## config.mk

```make
export PLATFORM = sky130hd
export DESIGN_NAME = mac_port_monitor
export DESIGN_NICKNAME = d
export VERILOG_FILES = /design/src/rtl/mac_mon_pkg.sv /design/src/rtl/mon_sync_fifo.sv /design/src/rtl/mac_port_monitor.sv
export SDC_FILE = /design/constraint.sdc
export NUM_CORES = 1
export LEC_CHECK = 0
export ABC_AREA = 1
export ABC_CLOCK_PERIOD_IN_PS = 5800
export CAP_MARGIN = 40
export CORE_MARGIN = 2
export CORE_UTILIZATION = 35
export CTS_CLUSTER_DIAMETER = 40
export CTS_CLUSTER_SIZE = 10
export DETAILED_ROUTE_END_ITERATION = 8
export PLACE_DENSITY = 0.54
export SLEW_MARGIN = 0
export SYNTH_ARGS = -nofsm -noshare
export SYNTH_HDL_FRONTEND = slang
export SYNTH_SLANG_ARGS = --single-unit
```

## constraint.sdc

```tcl
create_clock -name clk -period 5.8 [get_ports clk]
set_input_delay 0.58 -clock clk [delete_from_list [all_inputs] [get_ports clk]]
set_output_delay 0.58 -clock clk [all_outputs]
set_load 0.01 [all_outputs]
```

## src/rtl/mac_mon_pkg.sv

```systemverilog
// Shared types and constants for the MAC port monitor.
// Pure declarations: no latency, no flow control.
package mac_mon_pkg;
    typedef enum logic [1:0] {
        IDLE  = 2'd0,
        RUN   = 2'd1,
        DRAIN = 2'd2
    } state_t;

    localparam logic [1:0] SRC_A = 2'b01;
    localparam logic [1:0] SRC_B = 2'b10;
    localparam int         TS_W  = 16;
endpackage

```

## src/rtl/mon_sync_fifo.sv

```systemverilog
// Synchronous FIFO with registered head data; a push into an empty FIFO is visible after one edge.
// Push is refused when full unless a pop happens in the same cycle; pop on empty is ignored.
module mon_sync_fifo #(
    parameter int WIDTH = 8,
    parameter int DEPTH = 8
) (
    input  logic                     clk,
    input  logic                     rst,
    input  logic                     push,
    input  logic [WIDTH-1:0]         push_dat,
    input  logic                     pop,
    output logic [WIDTH-1:0]         rd_dat,
    output logic                     full,
    output logic                     empty,
    output logic [$clog2(DEPTH):0]   count
);
    localparam int AW = $clog2(DEPTH);
    localparam int CW = AW + 1;
    localparam logic [CW-1:0] FULL_CNT = CW'(DEPTH);

    logic [WIDTH-1:0] mem_q [DEPTH];
    logic [AW-1:0]    wr_ptr_q, wr_ptr_d;
    logic [AW-1:0]    rd_ptr_q, rd_ptr_d;
    logic [CW-1:0]    count_q, count_d;
    logic [WIDTH-1:0] rd_dat_q, rd_dat_d;
    logic             do_push, do_pop;

    always_comb begin
        do_pop   = pop && (count_q != '0);
        do_push  = push && ((count_q != FULL_CNT) || do_pop);
        wr_ptr_d = do_push ? wr_ptr_q + AW'(1) : wr_ptr_q;
        rd_ptr_d = do_pop  ? rd_ptr_q + AW'(1) : rd_ptr_q;
        count_d  = count_q;
        if (do_push && !do_pop)
            count_d = count_q + CW'(1);
        else if (!do_push && do_pop)
            count_d = count_q - CW'(1);
        // The new head is the entry being written only when the FIFO drains to it this cycle.
        if (do_push && (wr_ptr_q == rd_ptr_d))
            rd_dat_d = push_dat;
        else if (count_d != '0)
            rd_dat_d = mem_q[rd_ptr_d];
        else
            rd_dat_d = rd_dat_q;
    end

    always_ff @(posedge clk) begin
        if (do_push)
            mem_q[wr_ptr_q] <= push_dat;
        if (rst) begin
            wr_ptr_q <= '0;
            rd_ptr_q <= '0;
            count_q  <= '0;
            rd_dat_q <= '0;
        end else begin
            wr_ptr_q <= wr_ptr_d;
            rd_ptr_q <= rd_ptr_d;
            count_q  <= count_d;
            rd_dat_q <= rd_dat_d;
        end
    end

    assign rd_dat = rd_dat_q;
    assign count  = count_q;
    assign full   = (count_q == FULL_CNT);
    assign empty  = (count_q == '0);
endmodule

```

## src/rtl/mac_port_monitor.sv

```systemverilog
// Queues a change record per update of MAC port_A/port_B; record visible one edge after the change.
// Valid/ready drain; events arriving while full with no pop are dropped and counted. Option: MAC_PORT_MONITOR_TIMESTAMP_EN.
module mac_port_monitor
    import mac_mon_pkg::*;
#(
    parameter int DEPTH = 8,
    parameter int DW    = 8
) (
    input  logic                   clk,
    input  logic                   rst,
    input  logic                   en,
    input  logic [DW-1:0]          port_a_in,
    input  logic [DW-1:0]          port_b_in,
    output logic                   out_valid,
    input  logic                   out_ready,
    output logic [1:0]             out_src,
    output logic [DW-1:0]          out_a,
    output logic [DW-1:0]          out_b,
`ifdef MAC_PORT_MONITOR_TIMESTAMP_EN
    output logic [TS_W-1:0]        out_ts,
`endif
    output logic [$clog2(DEPTH):0] count,
    output logic                   full,
    output logic                   overflow,
    output logic [7:0]             drop_cnt,
    output logic                   busy
);
    localparam int CW = $clog2(DEPTH) + 1;
`ifdef MAC_PORT_MONITOR_TIMESTAMP_EN
    localparam int EW = 2 + 2*DW + TS_W;
`else
    localparam int EW = 2 + 2*DW;
`endif

    state_t        state_q, state_d;
    logic          busy_q;
    logic [DW-1:0] prev_a_q, prev_a_d;
    logic [DW-1:0] prev_b_q, prev_b_d;
    logic          overflow_q, overflow_d;
    logic [7:0]    drop_cnt_q, drop_cnt_d;
    logic          chg_a, chg_b, ev, pop, empty;
    logic [1:0]    src;
    logic [EW-1:0] push_dat, rd_dat;
    logic [CW-1:0] fifo_count;
`ifdef MAC_PORT_MONITOR_TIMESTAMP_EN
    logic [TS_W-1:0] ts_q, ts_d;
`endif

    always_comb begin
        chg_a    = (port_a_in != prev_a_q);
        chg_b    = (port_b_in != prev_b_q);
        src      = (chg_a ? SRC_A : 2'b00) | (chg_b ? SRC_B : 2'b00);
        ev       = (chg_a || chg_b) && (state_q == RUN);
        pop      = !empty && out_ready;
        prev_a_d = port_a_in;
        prev_b_d = port_b_in;
`ifdef MAC_PORT_MONITOR_TIMESTAMP_EN
        ts_d     = ts_q + TS_W'(1);
        push_dat = {src, port_a_in, port_b_in, ts_q};
`else
        push_dat = {src, port_a_in, port_b_in};
`endif
        overflow_d = overflow_q;
        drop_cnt_d = drop_cnt_q;
        if (ev && full && !pop) begin
            overflow_d = 1'b1;
            if (drop_cnt_q != 8'hFF)
                drop_cnt_d = drop_cnt_q + 8'd1;
        end

        state_d = state_q;
        case (state_q)
            IDLE:    if (en) state_d = RUN;
            RUN:     if (!en) state_d = DRAIN;
            DRAIN: begin
                if (en)
                    state_d = RUN;
                else if ((fifo_count == '0) || ((fifo_count == CW'(1)) && pop))
                    state_d = IDLE;
            end
            default: state_d = IDLE;
        endcase
    end

    always_ff @(posedge clk) begin
        if (rst) begin
            state_q    <= IDLE;
            busy_q     <= 1'b0;
            prev_a_q   <= '0;
            prev_b_q   <= '0;
            overflow_q <= 1'b0;
            drop_cnt_q <= '0;
`ifdef MAC_PORT_MONITOR_TIMESTAMP_EN
            ts_q       <= '0;
`endif
        end else begin
            state_q    <= state_d;
            busy_q     <= (state_d != IDLE);
            prev_a_q   <= prev_a_d;
            prev_b_q   <= prev_b_d;
            overflow_q <= overflow_d;
            drop_cnt_q <= drop_cnt_d;
`ifdef MAC_PORT_MONITOR_TIMESTAMP_EN
            ts_q       <= ts_d;
`endif
        end
    end

    mon_sync_fifo #(
        .WIDTH (EW),
        .DEPTH (DEPTH)
    ) u_fifo (
        .clk      (clk),
        .rst      (rst),
        .push     (ev),
        .push_dat (push_dat),
        .pop      (pop),
        .rd_dat   (rd_dat),
        .full     (full),
        .empty    (empty),
        .count    (fifo_count)
    );

    assign out_valid = !empty;
    assign out_src   = rd_dat[EW-1 -: 2];
    assign out_a     = rd_dat[EW-3 -: DW];
    assign out_b     = rd_dat[EW-3-DW -: DW];
`ifdef MAC_PORT_MONITOR_TIMESTAMP_EN
    assign out_ts    = rd_dat[TS_W-1:0];
`endif
    assign count     = fifo_count;
    assign overflow  = overflow_q;
    assign drop_cnt  = drop_cnt_q;
    assign busy      = busy_q;
endmodule

```

After elaboration in Yosys (flattened, before gate mapping)
Memories as Yosys holds them, arrays and structs flattened. A register that Yosys moved wholly into a read port is not among the register bits.
Index checks and enable logic that the tools add are counted.

cells by class
  add/subtract/negate cells = 5
  equality and inequality tests = 9
  mux-type cells = 12
  bitwise gates (word level) = 1
  reduce and logical (&&, ||, !) cells = 24

operator list
  kind                   number
  $ne A8 B8 Y1           2
  $logic_and A1 B1 Y1    10
  $mux W2                5
  $add A8 B1 Y8 const B  1
  $mux W4                2
  $ne A8 B8 Y1 const B   1
  $reduce_bool A4 Y1     2
  $add A3 B1 Y3 const B  2
  $pmux W2 S3            1
  $add A4 B1 Y4 const B  1
  $eq A4 B1 Y1 const B   1
  $eq A4 B4 Y1 const B   1
  $logic_not A1 Y1       4
  $logic_not A4 Y1       1
  $ne A4 B4 Y1 const B   1
  $reduce_bool A2 Y1     2
  $sub A4 B1 Y4 const B  1
  $eq A3 B3 Y1           1
  $logic_or A1 B1 Y1     3
  $mux W1                3
  $mux W3                1
  $eq A2 B1 Y1 const B   1
  $eq A2 B2 Y1 const B   1
  $logic_not A2 Y1       1
  2 further kinds        2

storage, ports and cells
  register bits = 38
  RAM bits = 144
  bits of input ports = 20
  output and inout port bits = 34
  logic and storage cells = 61
  memories kept = 1

memory list
  name          words  width  rd ports  clocked after Yosys merged registers in  write ports  RTL line             RTL
  u_fifo.mem_q  8      18     1         1                                        1            mon_sync_fifo.sv:21  logic [WIDTH-1:0] mem_q [DEPTH];

Longest topological paths before layout
Gate-level depths: netlist of run 1.

  depth in word-level cells = 12
  mapped depth = 19
  depth with buffers taken out = 18

By module
From an unflattened synthesis of run 1, not the netlist that was laid out.

second synthesis, totals
  cell total of the unflattened synthesis = 1139
  area, all modules = 9521.6 µm²

modules (own cells, without submodules)
  module            instances  cells each  area each (µm²)  sequential area each (µm²)
  mon_sync_fifo     1          909         8051.5           4884.7
  mac_port_monitor  1          230         1470.2           560.5

Worst setup path before layout of run 1
No wires, ideal clock.

  path type = register to register
  start = reg u_fifo.count_q[0], in the netlist u_fifo.count[0]
  end = mem u_fifo.mem_q[0][0] in the netlist's numbering (enable)
  library setup time = 0.393 ns
  arrival = 2.265 ns
  data required time = 5.407 ns
  setup slack = 3.142 ns
  stages on the path, launching flop included = 12
  path buffers = 0
  clock period less this slack = 2.658 ns
  path through = dfxtp_1 inv_1 ha_1 nand2_1 nor2_1 inv_1 nor2_1 inv_1 nand3_1 inv_1 nand2_1 nor2_1

on the way
  cells in the longest elaborated chain, start to end = 8
  elaborated cells on any way between the ends = 10
  those cells by class = eq/ne (1); mux (2); reduce/logical (7)

ends and longest elaborated chain
  item                               RTL line                RTL
  start, declared                    mon_sync_fifo.sv:24     logic [CW-1:0] count_q, count_d;
  start signal, assigned             mon_sync_fifo.sv:58     count_q <= count_d;
  $logic_not A4 Y1                   mon_sync_fifo.sv:66     assign empty = (count_q == '0);
  $logic_not A1 Y1                   mac_port_monitor.sv:54  pop = !empty && out_ready;
  $logic_and A1 B1 Y1                mac_port_monitor.sv:54
  $logic_and A1 B1 Y1                mon_sync_fifo.sv:29     do_pop = pop && (count_q != '0);
  $logic_or A1 B1 Y1 (*)             mon_sync_fifo.sv:30     do_push = push && ((count_q != FULL_CNT) || do_pop);
  $logic_and A1 B1 Y1 (*)            mon_sync_fifo.sv:30
  $mux W1 (*)                        mon_sync_fifo.sv:48     if (do_push)
  $mux W1 (not written as such) (*)  mon_sync_fifo.sv:49     mem_q[wr_ptr_q] <= push_dat;
  end, declared                      mon_sync_fifo.sv:21

Mark *: on every way between the ends. The rest lies on a longest branch, timed or not.

Worst setup path in the final report of run 1
  start = reg u_fifo.count_q[1], in the netlist u_fifo.count[1]
  end = reg u_fifo.rd_dat_q[15], in the netlist u_fifo.rd_dat[15] (read register of u_fifo.mem_q)

on the way
  cells in the longest elaborated chain, start to end = 12
  elaborated cells on any way between the ends = 21
  those cells by class = add/sub (2); eq/ne (2); mux (3); reduce/logical (14)

ends and longest elaborated chain
  item                          RTL line                RTL
  $logic_not A4 Y1              mon_sync_fifo.sv:66
  $logic_not A1 Y1              mac_port_monitor.sv:54
  $logic_and A1 B1 Y1           mac_port_monitor.sv:54
  $logic_and A1 B1 Y1           mon_sync_fifo.sv:29
  $logic_or A1 B1 Y1            mon_sync_fifo.sv:30
  $logic_and A1 B1 Y1           mon_sync_fifo.sv:30
  $logic_not A1 Y1              mon_sync_fifo.sv:36     else if (!do_push && do_pop)
  $logic_and A1 B1 Y1           mon_sync_fifo.sv:36
  $mux W4                       mon_sync_fifo.sv:36
  $mux W4                       mon_sync_fifo.sv:34     if (do_push && !do_pop)
  $reduce_bool A4 Y1            mon_sync_fifo.sv:41     else if (count_d != '0)
  $reduce_bool A2 Y1 (no line)  -
  end, declared                 mon_sync_fifo.sv:25     logic [WIDTH-1:0] rd_dat_q, rd_dat_d;

Several ways; a longest one is shown, not always the timed one.
A chain may end at the register's enable or synchronous reset.

==> reports/results.tsv, run 1 <==
stage	metric	value	unit
status	outcome	finished, final reports clean	
route	violation count after the first detailed-routing iteration	499	
synth	mapped cell area	8580	µm²
route	drt wl/cell	16.3	µm
worst_setup_path	cell mode on critical path	nand2_4	
hold_path	Hold Startpoint	overflow$_SDFFE_PP0P_	
grt	vias in the first global route	5975	
sta	FMAX	0.295	GHz
cts	setup bufs post-CTS	0	
synth	instance count of the mapped netlist	893	
cts	CTS H-tree lvls	4	
die	total core area	24200	µm²
sta	Min Hold Slack	472	ps
cts	clk slew on worst S/H paths	80	ps
hold_path	WHS Path Cells	1	
worst_setup_path	reg2reg end	u_fifo.rd_dat[15]$_SDFFE_PP0P_	
power_and_ir_drop	Tot Pwr	4.64	mW
worst_setup_path	crit start category	flip-flop	
worst_setup_path	worst path cell trace	inv_1, ha_1, nand3_4, nand2_4, inv_4, nand2_1, nand2_2, buf_4, xor2_1, nor2_2, nand2_4, nand3_2, nor2_4, nand2_4, nor2_1, nor2_1	
power_and_ir_drop	Power Density	460	nW/µm²
worst_setup_path	RR Startpoint	u_fifo.count[1]$_SDFF_PP0_	
die	Vert. Die Dim	161	µm
sta	Final Cycle Share	58.3	%
cells_and_area	area grow syn2layout	17.5	%
grt	largest net degree at the start of global routing	77	
route	residual DRC count	0	
worst_setup_path	crit path capture type	flip-flop	
worst_setup_path	CP max stage cell	buf_4	
cts	Num CTS Buffers	17	
synth	Seq cells post-synth	200	
route	Vias	6175	
place	GPL Wtd Cong	0.777	
sta	Final Setup Violations	0	
worst_setup_path	CP Max Fanout	76	
cells_and_area	Diodes inserted	0	
cells_and_area	fin nets	969	
cts	Max clock buf depth	2	
worst_setup_path	Worst Path Required	6130	ps
grt	first-pass GRT wire length	32700	µm
cts	CTS root buf	clkbuf_16	
sta	final worst slack	2420	ps
cts	CTS resizes	0	
power_and_ir_drop	leak pwr	3.88	nW
synth	sequential fraction of the synthesis area	63.5	%
sta	Relative slew margins	44.6	%
grt	total track usage	16.6	%
place	hpwl dp	12500	µm
sta	RSZ-0062 raised after global routing	no	
sta	Setup TNS	0	ps
die	Core Rows	57	
sta	Final Hold Violating Endpoints	0	
cts	CTS tree	yes	
cts	later-pin clock latency in the skew report	440	ps
cts	Clock Sinks	200	
synth	Synthesis Warnings	0	
sta	max-slew violation count	0	
sta	final critical-path required period	3380	ps
synth	Syn Area/Cell	9.60	µm²
place	PortBufs	53	
synth	Netlist cell types	37	
die	Ports	54	
synth	Syn Nets	919	
flow_run	max-cap viol count	0	
cells_and_area	proportion of layout cells with a drive suffix above 1	8.26	%
synth	Synth top area share	50.4	%
hold_path	hold worst-path end	overflow$_SDFFE_PP0P_	
hold_path	HP Class	flip-flop to flip-flop	
die	Initial Utilization	35.5	%
sta	Worst-Margin Slew	831	ps
power_and_ir_drop	VDD IR max	0.334	mV
route	Vias/cell	4.82	
worst_setup_path	R2R depth	16	
die	die width	161	µm
route	DRT Pass-1 Iters	5	
sta	clock skew	10.3	ps
worst_setup_path	Crit Path Category	flip-flop to flip-flop	
route	Routed Wire Length	20800	µm
worst_setup_path	reg2reg setup slack	2420	ps
route	post-route ant nets	0	
die	die area	25800	µm²
synth	area leader, netlist	edfxtp_1	
synth	top post-synthesis cells by area	edfxtp_1 (50%), dfxtp_1 (13%), nand2_1 (11%)	
place	pre-CTS WS	2070	ps
worst_setup_path	CP Data Arrival Time	3720	ps
cts	CTS Hold Bufs	0	
worst_setup_path	worst stage delay on the critical path	650	ps
grt	initial antenna violation count	0	
grt	grt ovf	0	
==> area by class of cell <==
| class | instances | area (µm²) |
|---|---|---|
| inverter | 79 | 299 |
| multi-input combinational | 578 | 2670 |
| clock inverter | 15 | 175 |
| sequential | 200 | 5450 |
| tap | 324 | 405 |
| fill | 2338 | 14100 |
| clock buffer | 17 | 425 |
| timing repair buffer | 67 | 656 |
==> cells in the mapped netlist, drive strengths merged <==
cell / n
xnor2: 1
buf: 20
o221ai: 1
xor2: 7
o21bai: 2
ha: 6
clkinv: 1
a21oi: 11
inv: 78
o22ai: 24
o21ai: 65
o21a: 2
nand3: 43
nand4: 3
nand2: 246
clkbuf: 16
o211ai: 4
nor2: 148
edfxtp: 144
nand3b: 13
dfxtp: 56
nor3: 2
==> placed cells by master, fill, tap and decap left out, types with 2 or more instances in the layout <==
master / n
nand2_1: 240
edfxtp_1: 144
nor2_1: 136
inv_1: 64
dfxtp_1: 56
o21ai_0: 54
clkdlybuf4s50_1: 53
nand3_1: 41
o22ai_1: 24
clkbuf_16: 17
inv_2: 13
nand3b_1: 13
buf_4: 13
a21oi_1: 11
nor2_2: 9
o21ai_1: 9
xor2_1: 7
ha_1: 6
clkinv_1: 4
o211ai_1: 4
nand2_2: 3
nand2_4: 3
nand4_1: 3
nor2_4: 3
bufinv_16: 3
nor3_1: 2
o21a_1: 2
o21bai_1: 2
inv_8: 2
clkinvlp_4: 2
inv_6: 2
==> worst max path at each step <==
| stage | start | slack, ps | to |
|---|---|---|---|
| global route | u_fifo.count[0]$_SDFF_PP0_ | 2080 | u_fifo.rd_dat[15]$_SDFFE_PP0P_ |
| global placement | port_b_in[6] | 2100 | u_fifo.rd_dat[17]$_SDFFE_PP0P_ |
| finish | u_fifo.count[1]$_SDFF_PP0_ | 2420 | u_fifo.rd_dat[15]$_SDFFE_PP0P_ |
| CTS | u_fifo.count[1]$_SDFF_PP0_ | 2390 | u_fifo.rd_dat[17]$_SDFFE_PP0P_ |
| detailed placement | port_b_in[6] | 2070 | u_fifo.rd_dat[17]$_SDFFE_PP0P_ |
| floorplan | u_fifo.count[0]$_SDFF_PP0_ | 3140 | u_fifo.mem_q[0][0]$_DFFE_PP_ |
==> where the power goes <==
| group | leakage, nW | switching [mW] | total (mW) | internal, mW |
|---|---|---|---|---|
| clock | 0.286 | 0.545 | 1.23 | 0.682 |
| sequential | 1.72 | 0.0601 | 1.68 | 1.62 |
| combinational | 1.87 | 1.14 | 1.73 | 0.590 |
| total | 3.88 | 1.75 | 4.64 | 2.89 |
==> state kept, by name, indices dropped and copies added, names as in the netlist <==
signal           count
prev_b_q             8
prev_a_q             8
u_fifo.rd_dat       18
overflow             1
u_fifo.mem_q       144
state_q              2
u_fifo.wr_ptr_q      3
drop_cnt             8
u_fifo.count         4
busy                 1
u_fifo.rd_ptr_q      3
==> critical path, delay by kind of cell, from the launching register on <==
kind,cells,cell delay [ps]
fa+ha+maj,1,260
buf+inv,3,890
xor+xnor,1,220
flops,1,430
simple gates,11,1470
==> cells by family (layout without fill, tap and decap cells) <==
| group | after synthesis | after routing | synth area share (%) |
|---|---|---|---|
| xor gates and xnor gates | 8 | 8 | 0.817 |
| DFF | 200 | 200 | 63.5 |
| AOI/OAI and AO/OA | 109 | 109 | 7.16 |
| buffers and inverters | 115 | 178 | 5.59 |
| adders and majority gates | 6 | 6 | 0.875 |
| and+or+nand+nor | 455 | 455 | 22.1 |
==> per-stage QoR <==
step,std cells,area (µm²),utilization [%]
5_1_grt,1280,10100,41.7
4_1_cts,1280,10100,41.7
3_5_place_dp,1248,9480,39.2
6_report,1280,10100,41.7
3_3_place_gp,1247,9450,39.1
2_1_floorplan,893,8580,-
==> layer usage <==
metal  part of all wire, %  vias to the layer above  GRT usage (%)
met5                     0                        -              0
met4                   1.7                        0           5.36
met3                   4.1                       24           3.13
met2                    48                      121           28.0
met1                    46                     2981           21.8
li1                      -                     3049              -
No activity file was read; power rests on OpenSTA's default activity.
==> run 2, diff against run 1 <==
Settings changed: ABC_CLOCK_PERIOD_IN_PS 5800 to 3250.
Clock period 5.8 ns to 3.25 ns, I/O delays scaled along.
==> run 2 against run 1 <==
Critical path depth unchanged. Maximum frequency rose by 13%. Clock-buffer cell count rose by 9. Core utilization grew 1.2 points. Clock skew rose by 0.74 ps. Global-route usage up 0.36 points. Worst setup slack worse by 2200 ps.
==> reports/results.tsv, run 2 (synthesis results as in run 1) <==
stage	metric	value	unit	change
cts	Max clock buf depth	2		unchanged
cells_and_area	most frequent cells in the layout	nand2_1 (240), edfxtp_1 (144), nor2_1 (136)		unchanged
sta	FMAX	0.333	GHz	was 0.295 GHz
sta	clock skew	11.0	ps	was 10.3 ps
grt	grt ovf	0		unchanged
sta	final critical-path required period	3000	ps	was 3380 ps
die	Vert. Die Dim	161	µm	unchanged
route	residual DRC count	0		unchanged
grt	first-pass GRT wire length	33800	µm	was 32,700 µm
cells_and_area	# fillers	2310		was 2,338
hold_path	Hold Startpoint	en		was overflow$_SDFFE_PP0P_
cts	later-pin clock latency in the skew report	430	ps	was 440 ps
power_and_ir_drop	leak pwr	4.05	nW	was 3.88 nW
worst_setup_path	RR Startpoint	u_fifo.count[1]$_SDFF_PP0_		unchanged
grt	vias in the first global route	6115		was 5,975
cells_and_area	proportion of layout cells with a drive suffix above 1	10.9	%	was 8.26%
cts	CTS root buf	clkbuf_16		unchanged
sta	Final Cycle Share	92.3	%	was 58.3%
worst_setup_path	reg2reg setup slack	250	ps	was 2420 ps
die	Ports	54		unchanged
cells_and_area	Reg area	5450	µm²	unchanged
grt	initial antenna violation count	0		unchanged
route	post-route ant nets	0		unchanged
power_and_ir_drop	Internal	5.33	mW	was 2.89 mW
hold_path	WHS Path Cells	3		was 1
worst_setup_path	CP Data Arrival Time	3330	ps	was 3720 ps
sta	Worst-Margin Slew	544	ps	was 831 ps
worst_setup_path	reg2reg end	u_fifo.rd_dat[8]$_SDFFE_PP0P_		was u_fifo.rd_dat[15]$_SDFFE_PP0P_
status	outcome	finished, final reports clean		unchanged
sta	RSZ-0062 raised after global routing	no		unchanged
cells_and_area	Diodes inserted	0		unchanged
cells_and_area	area grow syn2layout	20.8	%	was 17.5%
power_and_ir_drop	Clk network pwr share	25.3	%	was 26.4%
die	total core area	24200	µm²	unchanged
worst_setup_path	R2R depth	16		unchanged
worst_setup_path	Crit Path Category	flip-flop to flip-flop		unchanged
cells_and_area	Largest Register	u_fifo.mem_q		unchanged
place	GPL Wtd Cong	0.781		was 0.777
cells_and_area	fin nets	997		was 969
cts	Clock Sinks	200		unchanged
cts	CTS resizes	0		unchanged
power_and_ir_drop	Tot Pwr	8.53	mW	was 4.64 mW
grt	largest net degree at the start of global routing	45		was 77
sta	Final Hold Violating Endpoints	0		unchanged
cells_and_area	max FFs per register	144		unchanged
worst_setup_path	crit path capture type	flip-flop		unchanged
die	Initial Utilization	35.5	%	unchanged
cells_and_area	cell area after layout	10400	µm²	was 10,100 µm²
cts	Num CTS Buffers	17		unchanged
route	Vias	6159		was 6,175
cts	setup bufs post-CTS	0		unchanged
worst_setup_path	crit start category	flip-flop		unchanged
sta	Final Setup Violations	0		unchanged
power_and_ir_drop	VDD IR max	0.356	mV	was 0.334 mV
power_and_ir_drop	NetSw	3.19	mW	was 1.75 mW
route	violation count after the first detailed-routing iteration	404		was 499
cells_and_area	commonest non-fill, non-tap cell in the layout	nand2_1		unchanged
power_and_ir_drop	Switching Share	37.4	%	was 37.6%
power_and_ir_drop	Seq pwr share	35.1	%	was 36.2%
sta	Relative slew margins	63.7	%	was 44.6%
place	PortBufs	53		unchanged
die	die area	25800	µm²	unchanged
worst_setup_path	Worst Path Required	3580	ps	was 6130 ps
route	DRT Pass-1 Iters	5		unchanged
cts	CTS tree	yes		unchanged
flow_run	max-cap viol count	0		unchanged
route	Vias/cell	4.71		was 4.82
route	Routed Wire Length	21000	µm	was 20,800 µm
route	drt wl/cell	16.0	µm	was 16.3 µm
place	DP Area	9750	µm²	was 9480 µm²
place	hpwl dp	13000	µm	was 12,500 µm
cts	CTS Hold Bufs	0		unchanged
power_and_ir_drop	Power Density	823	nW/µm²	was 460 nW/µm²
cts	clk slew on worst S/H paths	70	ps	was 80 ps
cells_and_area	Post-Layout Cell Count	1308		was 1,280
die	die width	161	µm	unchanged
die	Core Rows	57		unchanged
power_and_ir_drop	Comb power frac	39.6	%	was 37.3%
worst_setup_path	CP Max Fanout	11		was 76
sta	Setup TNS	0	ps	unchanged
cells_and_area	area of the multi-input gates	2670	µm²	unchanged
cts	CTS H-tree lvls	4		unchanged
place	placed insts	1276		was 1,248
sta	max-slew violation count	0		unchanged
hold_path	hold worst-path end	state_q[0]$_SDFF_PP0_		was overflow$_SDFFE_PP0P_
hold_path	HP Class	input port to flip-flop		was flip-flop to flip-flop
grt	total track usage	17.0	%	was 16.6%
[run 2: changes by cell type in the layout (fill, tap and decap cells not counted), moves of 2 or more]
cell	delta
clkbuf_16	+4
bufinv_16	-3
buf_12	+5
inv_8	-2
clkbuf_1	+3
clkbuf_8	+2
clkinvlp_4	-2
buf_4	+23
clkinv_1	-3
[run 2: how the worst max path moves through the flow]
stage,from,endpoint,slack [ps],cells past startpoint
after CTS,u_fifo.count[1]$_SDFF_PP0_,u_fifo.rd_dat[8]$_SDFFE_PP0P_,230,16
after global placement,u_fifo.count[1]$_SDFF_PP0_,u_fifo.rd_dat[5]$_SDFFE_PP0P_,270,16
after global routing,u_fifo.count[1]$_SDFF_PP0_,u_fifo.rd_dat[8]$_SDFFE_PP0P_,40,16
after floorplan,u_fifo.count[0]$_SDFF_PP0_,u_fifo.mem_q[0][0]$_DFFE_PP_,590,11
after detailed placement,port_a_in[4],u_fifo.rd_dat[11]$_SDFFE_PP0P_,200,19
final,u_fifo.count[1]$_SDFF_PP0_,u_fifo.rd_dat[8]$_SDFFE_PP0P_,250,16
[run 2: area by class of cell]
| cell class | count | area share, % |
|---|---|---|
| flip-flops and latches | 200 | 52.6 |
| repair buffers | 95 | 8.96 |
| well taps | 324 | 3.91 |
| clock inverters | 6 | 0.447 |
| inverters | 79 | 2.89 |
| multi-input cells | 578 | 25.8 |
| clock buffers | 26 | 5.45 |
[run 2: critical path, cell delays in order (launching register included)]
cell      delay [ps]
dfxtp_1          360
inv_1            140
ha_1             270
nand3_4          120
nand2_4          130
inv_4             70
o21ai_2          440
clkinv_1         460
buf_4            340
nand3_1          110
nand2_1           60
nand2_1           50
o21ai_0           70
inv_1            110
nand2_1           60
nand2_1           50
nor2_1            30
[run 2: routing by layer]
layer | vias to the layer above | global-route usage [%] | wire length, µm
li1 | 3105 | - | -
met1 | 2919 | 23.0 | 9820
met2 | 120 | 28.2 | 10100
met3 | 15 | 3.25 | 850
met4 | 0 | 4.26 | 224
met5 | - | 0 | 0
[run 2: power by group through the flow]
stage          Combinational (mW)  Clock (mW)  Sequential [mW]
2_1_floorplan                2.20           0             3.07
3_3_place_gp                 3.40           0             3.05
3_5_place_dp                 3.42           0             3.05
4_1_cts                      3.44        2.20             3.00
5_1_grt                      3.83        2.30             3.01
6_report                     3.38        2.16             2.99
[run 2: through the flow]
| stage | utilization [%] | hold WS, ps | setup WS (ps) |
|---|---|---|---|
| finish | 42.9 | 470 | 251 |
| global route | 42.9 | 492 | 40.5 |
| CTS | 42.9 | 461 | 229 |
| detailed placement | 40.3 | 469 | 201 |
| global placement | 40.2 | 466 | 271 |
| floorplan | - | 424 | 592 |
